## src/rtl/sockit_spi_fifo.sv

```systemverilog
// Single-clock FIFO for SPI transfer data with valid/ready handshake on both ports.
// Adds an exact fill level, programmable almost-full/almost-empty flags and sticky error flags.
module sockit_spi_fifo #(
  parameter int unsigned CW = 2,
  parameter int unsigned DW = 8
) (
  input  logic          clk,
  input  logic          rst,
  input  logic          clr,
  input  logic [DW-1:0] fii_dat,
  input  logic          fii_vld,
  output logic          fii_rdy,
  output logic [DW-1:0] fio_dat,
  output logic          fio_vld,
  input  logic          fio_rdy,
  input  logic [CW:0]   cfg_afl,
  input  logic [CW:0]   cfg_aem,
  output logic [CW:0]   sts_lvl,
  output logic          sts_afl,
  output logic          sts_aem,
  output logic          sts_ovf,
  output logic          sts_unf
);

  localparam int unsigned DEPTH    = 2**CW;
  localparam logic [CW:0] LVL_FULL = (CW+1)'(DEPTH);

  logic [CW-1:0] wr_ptr;
  logic [CW-1:0] rd_ptr;
  logic [CW:0]   lvl;
  logic          ovf;
  logic          unf;
  logic [DW-1:0] mem [DEPTH];

  logic fii_trn;
  logic fio_trn;

  // Handshake outputs come from the level register only, so there is no
  // combinational path from fii_vld or fio_rdy.
  assign fii_rdy = (lvl != LVL_FULL);
  assign fio_vld = (lvl != '0);
  assign fii_trn = fii_vld & fii_rdy;
  assign fio_trn = fio_vld & fio_rdy;

  always_ff @(posedge clk) begin
    if (rst || clr) begin
      wr_ptr <= '0;
      rd_ptr <= '0;
      lvl    <= '0;
      ovf    <= 1'b0;
      unf    <= 1'b0;
    end else begin
      // NOTE: sequential state uses non-blocking assignments so every register
      // in this block samples the pre-edge values of its neighbours.
      if (fii_trn) wr_ptr <= wr_ptr + 1'b1;
      if (fio_trn) rd_ptr <= rd_ptr + 1'b1;
      case ({fii_trn, fio_trn})
        2'b10:   lvl <= lvl + 1'b1;
        2'b01:   lvl <= lvl - 1'b1;
        default: lvl <= lvl;
      endcase
      if (fii_vld && !fii_rdy) ovf <= 1'b1;
      if (fio_rdy && !fio_vld) unf <= 1'b1;
    end
  end

  // NOTE: the storage array has no reset; validity is tracked by the level
  // counter, and leaving it unreset lets it map onto plain RAM.
  always_ff @(posedge clk) begin
    if (fii_trn && !clr && !rst) mem[wr_ptr] <= fii_dat;
  end

  assign fio_dat = mem[rd_ptr];

  assign sts_lvl = lvl;
  assign sts_afl = (lvl >= cfg_afl);
  assign sts_aem = (lvl <= cfg_aem);
  assign sts_ovf = ovf;
  assign sts_unf = unf;

endmodule

```

## config.mk

```make
export PLATFORM = sky130hd
export DESIGN_NAME = sockit_spi_fifo
export DESIGN_NICKNAME = d
export VERILOG_FILES = /design/src/rtl/sockit_spi_fifo.sv
export SDC_FILE = /design/constraint.sdc
export NUM_CORES = 1
export LEC_CHECK = 0
export CELL_PAD_IN_SITES_DETAIL_PLACEMENT = 1
export CELL_PAD_IN_SITES_GLOBAL_PLACEMENT = 2
export CORE_MARGIN = 4
export CORE_UTILIZATION = 35
export CTS_CLUSTER_SIZE = 40
export DETAILED_ROUTE_END_ITERATION = 7
export PLACE_DENSITY_LB_ADDON = 0.1
export SLEW_MARGIN = 10
export SYNTH_ARGS = -nofsm -noshare
export SYNTH_HDL_FRONTEND = slang
export SYNTH_SLANG_ARGS = --single-unit
```

## constraint.sdc

```tcl
create_clock -name clk -period 2.9 [get_ports clk]
set_clock_uncertainty 0.05 [all_clocks]
set_input_delay 0.58 -clock clk [delete_from_list [all_inputs] [get_ports clk]]
set_output_delay 0.58 -clock clk [all_outputs]
set_load 0.005 [all_outputs]
```

After elaboration in Yosys (flattened, before gate mapping)
Memories as Yosys holds them, arrays and structs flattened. A register that Yosys moved wholly into a read port is not among the register bits.
Index checks and enable logic that the tools add are counted.
{ "op_classes": {"reduce_logical": 11, "eq_ne": 3, "mux": 5, "order_cmp": 2, "n_addsub": 4, "bitwise": 2} }
{ "ops": {"columns": ["op", "n"], "rows": [
  ["$pmux W3 S2", 1],
  ["$add A2 B1 Y2 const B", 2],
  ["$logic_and A1 B1 Y1", 4],
  ["$logic_not A1 Y1", 4],
  ["$mux W2", 2],
  ["$add A3 B1 Y3 const B", 1],
  ["$ge A3 B3 Y1", 1],
  ["$le A3 B3 Y1", 1],
  ["$ne A3 B3 Y1 const B", 1],
  ["$reduce_bool A3 Y1", 1],
  ["$sub A3 B1 Y3 const B", 1],
  ["$and A1 B1 Y1", 2],
  ["$eq A2 B1 Y1 const B", 1],
  ["$eq A2 B2 Y1 const B", 1],
  ["$mux W1", 2],
  ["$reduce_bool A2 Y1", 1],
  ["$logic_or A1 B1 Y1", 1]
]} }
{ "word_totals": {"ff_bits": 9, "word_cells": 33, "output_inout_bits": 17, "inputBits": 19, "n_memories": 1, "mem_bits_rw": 32} }
{ "memory_table": {"columns": ["memory", "words", "word_bits", "read_ports", "rd_ports_with_merged_regs", "wr", "line_no", "rtl"], "rows": [
  ["mem", 4, 8, 1, 1, 1, "33", "logic [DW-1:0] mem [DEPTH];"]
]} }

Logic depth before layout (Yosys ltp)
{ "depth": {"word_depth": 6, "depth_mapped": 9, "ltp_nobuf": 9} }

Least setup slack after synthesis
Ideal clock, no wire load.
{ "synth_timing": {"path_kind": "register to register", "from": "reg lvl[2], in the netlist sts_lvl[2]", "to": "reg lvl[2], in the netlist sts_lvl[2]", "arrival_ps": 1975, "setup_time_ps": 70, "required_ps": 2780, "synth_period_minus_slack_ps": 2095, "stages_incl_launch_ff": 10, "n_path_buf": 0, "slack_ps": 805, "cell_sequence": "dfxtp_1 -> nor3b_2 -> nor2_2 -> inv_1 -> ha_1 -> inv_1 -> fa_1 -> xor2_1 -> or3_1 -> a21oi_1"} }
{ "synth_between": {"elab_chain_len": 4, "word_cells_on_any_way": 10, "classes_between": "add/sub: 2; eq/ne: 3; mux: 1; bitwise: 2; reduce/logical: 2"} }
{ "synth_lines": {"columns": ["element", "line_no", "rtl"], "rows": [
  ["start, declared", "30", "logic [CW:0] lvl;"],
  ["start signal, assigned", "58", "2'b10: lvl <= lvl + 1'b1;"],
  ["start signal, assigned", "59", "2'b01: lvl <= lvl - 1'b1;"],
  ["start signal, assigned", "60", "default: lvl <= lvl;"],
  ["$ne A3 B3 Y1 / $reduce_bool A3 Y1 (equally long branches)", "40, 41", null],
  ["$and A1 B1 Y1, on equally long branches", "42, 43", null],
  ["$eq A2 B1 Y1 / $eq A2 B2 Y1 (equally long branches)", "57", "case ({fii_trn, fio_trn})"],
  ["$pmux W3 S2 / $reduce_bool A2 Y1 (equally long branches)", null, null]
]} }
Parallel ways exist; a longest one is shown, timed or not.
A chain may end at the register's enable or synchronous reset.

Worst setup path in the final report
{ "layout_timing": {"from": "in cfg_afl[0]", "to": "out sts_afl"} }
{ "layout_between": {"elab_chain_len": 1} }
{ "layout_lines": {"columns": ["element", "line_no", "rtl"], "rows": [
  ["start, declared", "16", "input logic [CW:0] cfg_afl,"],
  ["$ge A3 B3 Y1", "76", "assign sts_afl = (lvl >= cfg_afl);"],
  ["end, declared", "19", "output logic sts_afl,"]
]} }
No other way between the ends.

==> flow_summary_export.csv <==
group,metric,value,unit
route,drcViolationCount,0,
grt,grt_max_degree,15,
clock_tree,cts_made_buffers,5,
grt,grt_overflow_total,0,
grt,grt_pass1_vias,1218,
grt,grtUsageTotal,12.9,%
timing,slew_viol_final,0,
pwr,powerDensity,521,nW/um2
timing,fin_ws,0.0751,ns
yosys,yosysWarnings,0,
grt,antenna_found_initial,0,
worst_hold_path,hold_class,"flop to flop",
route,drt-initial-drc-count,72,
timing,fin_crit,2.82,ns
die,initial_core_util,36.2,%
route,vias_per_cell,4.72,
placement,place.gp.congestion,0.706,
yosys,yosysSeqAreaShare,63.8,%
grt,grt_util_met3,3.81,%
route,wire_per_inst,15.8,um
layout,regArea,1180,um2
yosys,yosys.area.top_type_share,51.9,%
die,dieArea,6510,um2
worst_hold_path,min-delay-start,"sts_unf$_SDFFE_PP0P_",
worst_hold_path,hold_depth,2,
pwr,total_power,1.24,mW
grt,gr-usage-met1,14.9,%
critical_path,cp.required,2.27,ns
grt,grt-busiest-layer,"met2",
route,drt-total-wl,3660,um
die,ios,36,
route,ant_nets,0,
die,die_h,80.7,um
die,dieWidth,80.7,um
placement,io_buffer_count,35,
layout,fillCellCount,540,
yosys,syn_inst,122,
grt,grt_pass1_wl,6160,um
placement,hpwlAfterDp,2720,um
pwr,switching_share,20.6,%
layout,layout-drive-gt1-share,14.8,%
timing,setup_viol,0,
critical_path,start_kind,"primary input",
clock_tree,htreeDepth,2,
timing,timing.final.crit_share,97.4,%
layout,antenna_cells,0,
timing,tns,0,ns
clock_tree,cts_sinks,43,
pwr,p_int,0.988,mW
critical_path,path_max_fanout,1,
critical_path,cp-end-kind,"primary output",
clock_tree,cts_buffer_depth,2,
yosys,synth_area_leaders,"edfxtp_1 (52%), dfxtp_1 (12%), mux4_2 (9.7%), ha_1 (7.4%), inv_1 (2.6%)",
clock_tree,cts_tree,"yes",
pwr,pwr-share-seq,54.3,%
timing,tightest_slew,0.552,ns
layout,final_nets,192,
critical_path,regToRegSetupSlack,0.54,ns
yosys,yosysTopAreaCell,"edfxtp_1",
pwr,power_frac_comb,8.6,%
yosys,ys_ff_latch,43,
timing,hold_viol_final,0,
yosys,syn_avg_cell_area,15.2,um2
timing,hold_slack,0.435,ns
run_status,status,"finished clean",
run,cap_violations,0,
critical_path,cp.arrival,2.19,ns
clock_tree,post_cts_buffers,0,
layout,area_growth,28.9,%
clock_tree,postCtsHoldBufs,0,
timing,max_slew_margin,63.2,%
critical_path,critical_path_class,"primary input to primary output",
yosys,ys_types,29,
critical_path,crit-reg2reg-capture,"sts_lvl[2]$_SDFFE_PP0P_",
die,core,5110,um2
route,num_vias,1094,
clock_tree,cts_root_buf,"clkbuf_8",
pwr,p_switching,0.256,mW
pwr,p_clk_share,37.0,%
pwr,leakage,0.859,nW
worst_hold_path,hold-path-endpoint,"sts_unf$_SDFFE_PP0P_",
layout,multi_input_area,607,um2
pwr,peakVddDrop,0.219,mV
grt,met2_usage,22.4,%
placement,dp_slack,-0.0761,ns
critical_path,rr_startpoint,"sts_lvl[2]$_SDFFE_PP0P_",
timing,clock.fmax,354,MHz
yosys,synth_area,1850,um2
yosys,syn-num-nets,153,
die,num_rows,26,
route,drtPass1Iterations,4,
clock_tree,clkTransAtPathRegs,0.08,ns
timing,rsz0062_at_grt,"no",
critical_path,rr_worst_depth,9,
clock_tree,clock_latency,0.29,ns
## area by class of cell
| class | count | share of cell area [%] |
|---|---|---|
| inverter | 13 | 2.05 |
| multi-input combinational | 63 | 25.4 |
| timing repair buffer | 35 | 14.6 |
| clock buffer | 5 | 2.88 |
| clock inverter | 3 | 1.84 |
| sequential | 43 | 49.5 |
| tap | 70 | 3.67 |
## worst max-delay path by stage
| stage | startpoint | to | cells past startpoint |
|---|---|---|---|
| 6_report | cfg_afl[0] | sts_afl | 6 |
| 5_1_grt | cfg_afl[0] | sts_afl | 6 |
| 4_1_cts | cfg_afl[0] | sts_afl | 6 |
| 3_5_place_dp | cfg_aem[1] | sts_aem | 7 |
| 3_3_place_gp | cfg_aem[1] | sts_aem | 7 |
| 2_1_floorplan | sts_lvl[2]$_SDFFE_PP0P_ | sts_lvl[2]$_SDFFE_PP0P_ | 9 |
## cells in the mapped netlist
cell type	n
edfxtp_1	32
inv_1	13
dfxtp_1	11
ha_1	11
mux4_2	8
a21oi_1	6
nor2_1	6
and3_1	4
o21ai_0	4
a21o_1	2
buf_2	2
nand2_1	2
nand3_1	2
o21ai_2	2
or3_1	2
xor2_1	2
and2_4	1
clkbuf_1	1
fa_1	1
nand2b_1	1
nand4_1	1
nand4b_1	1
nor2_2	1
nor2b_1	1
nor3_2	1
nor3b_2	1
o21a_1	1
o31ai_2	1
or2_2	1
## stage by stage
step / cell area [um2] / std cells / utilization, %
final: 2390 / 232 / 46.7
after global routing: 2390 / 232 / 46.7
after CTS: 2390 / 232 / 46.7
after detailed placement: 2270 / 224 / 44.5
after global placement: 2270 / 224 / 44.5
after floorplan: 1850 / 122 / -
## worst max-delay path, stage by stage
cell	delay, ns
clkdlybuf4s50_1	0.41
ha_1	0.28
nand2b_1	0.14
a21o_1	0.18
a21o_1	0.17
clkdlybuf4s50_1	0.44
## cells in the final DEF (no fill, tap or decap), drive strengths merged, types with 2 or more instances in the layout
master | netlist | layout
inv | 13 | 13
nand2 | 2 | 2
ha | 11 | 11
or3 | 2 | 2
nand3 | 2 | 2
and3 | 4 | 4
a21oi | 6 | 6
dfxtp | 11 | 11
clkinv | 0 | 2
clkbuf | 1 | 5
xor2 | 2 | 2
clkdlybuf4s50 | 0 | 34
edfxtp | 32 | 32
o21ai | 6 | 6
a21o | 2 | 2
mux4 | 8 | 8
nor2 | 7 | 7
## flip-flops by register name, summed over array words and instances, names as in the netlist, named ones only
register  count
sts_unf       1
sts_lvl       3
rd_ptr        2
sts_ovf       1
wr_ptr        2
mem          32
## routing by layer
layer | vias to the layer above | wire length (um)
met5 | - | 0
met4 | 0 | 47
met3 | 5 | 151
met2 | 25 | 1970
met1 | 538 | 1490
li1 | 526 | -
## cells by family (layout without fill, tap and decap cells)
logic type / Yosys count / in the layout / synth area share, %
flops: 43 / 43 / 63.8
simple gates: 25 / 25 / 8.05
compound gates: 16 / 16 / 5.54
buf+inv: 16 / 56 / 3.38
fa+ha+maj: 12 / 12 / 8.52
mux: 8 / 8 / 9.74
xor+xnor: 2 / 2 / 0.947
## power groups by stage
stage | combinational (mW) | clock, mW | sequential (mW)
after global routing | 0.121 | 0.505 | 0.677
after CTS | 0.110 | 0.477 | 0.676
after global placement | 0.104 | 0 | 0.689
after floorplan | 0.0484 | 0 | 0.687
final | 0.107 | 0.461 | 0.676
after detailed placement | 0.110 | 0 | 0.690
## timing repair
action	4_1_cts	5_1_grt
resized for setup	1	0
hold endpoints to repair	0	0
setup endpoints to repair	1	0
No activity file was read; power rests on OpenSTA's default activity.
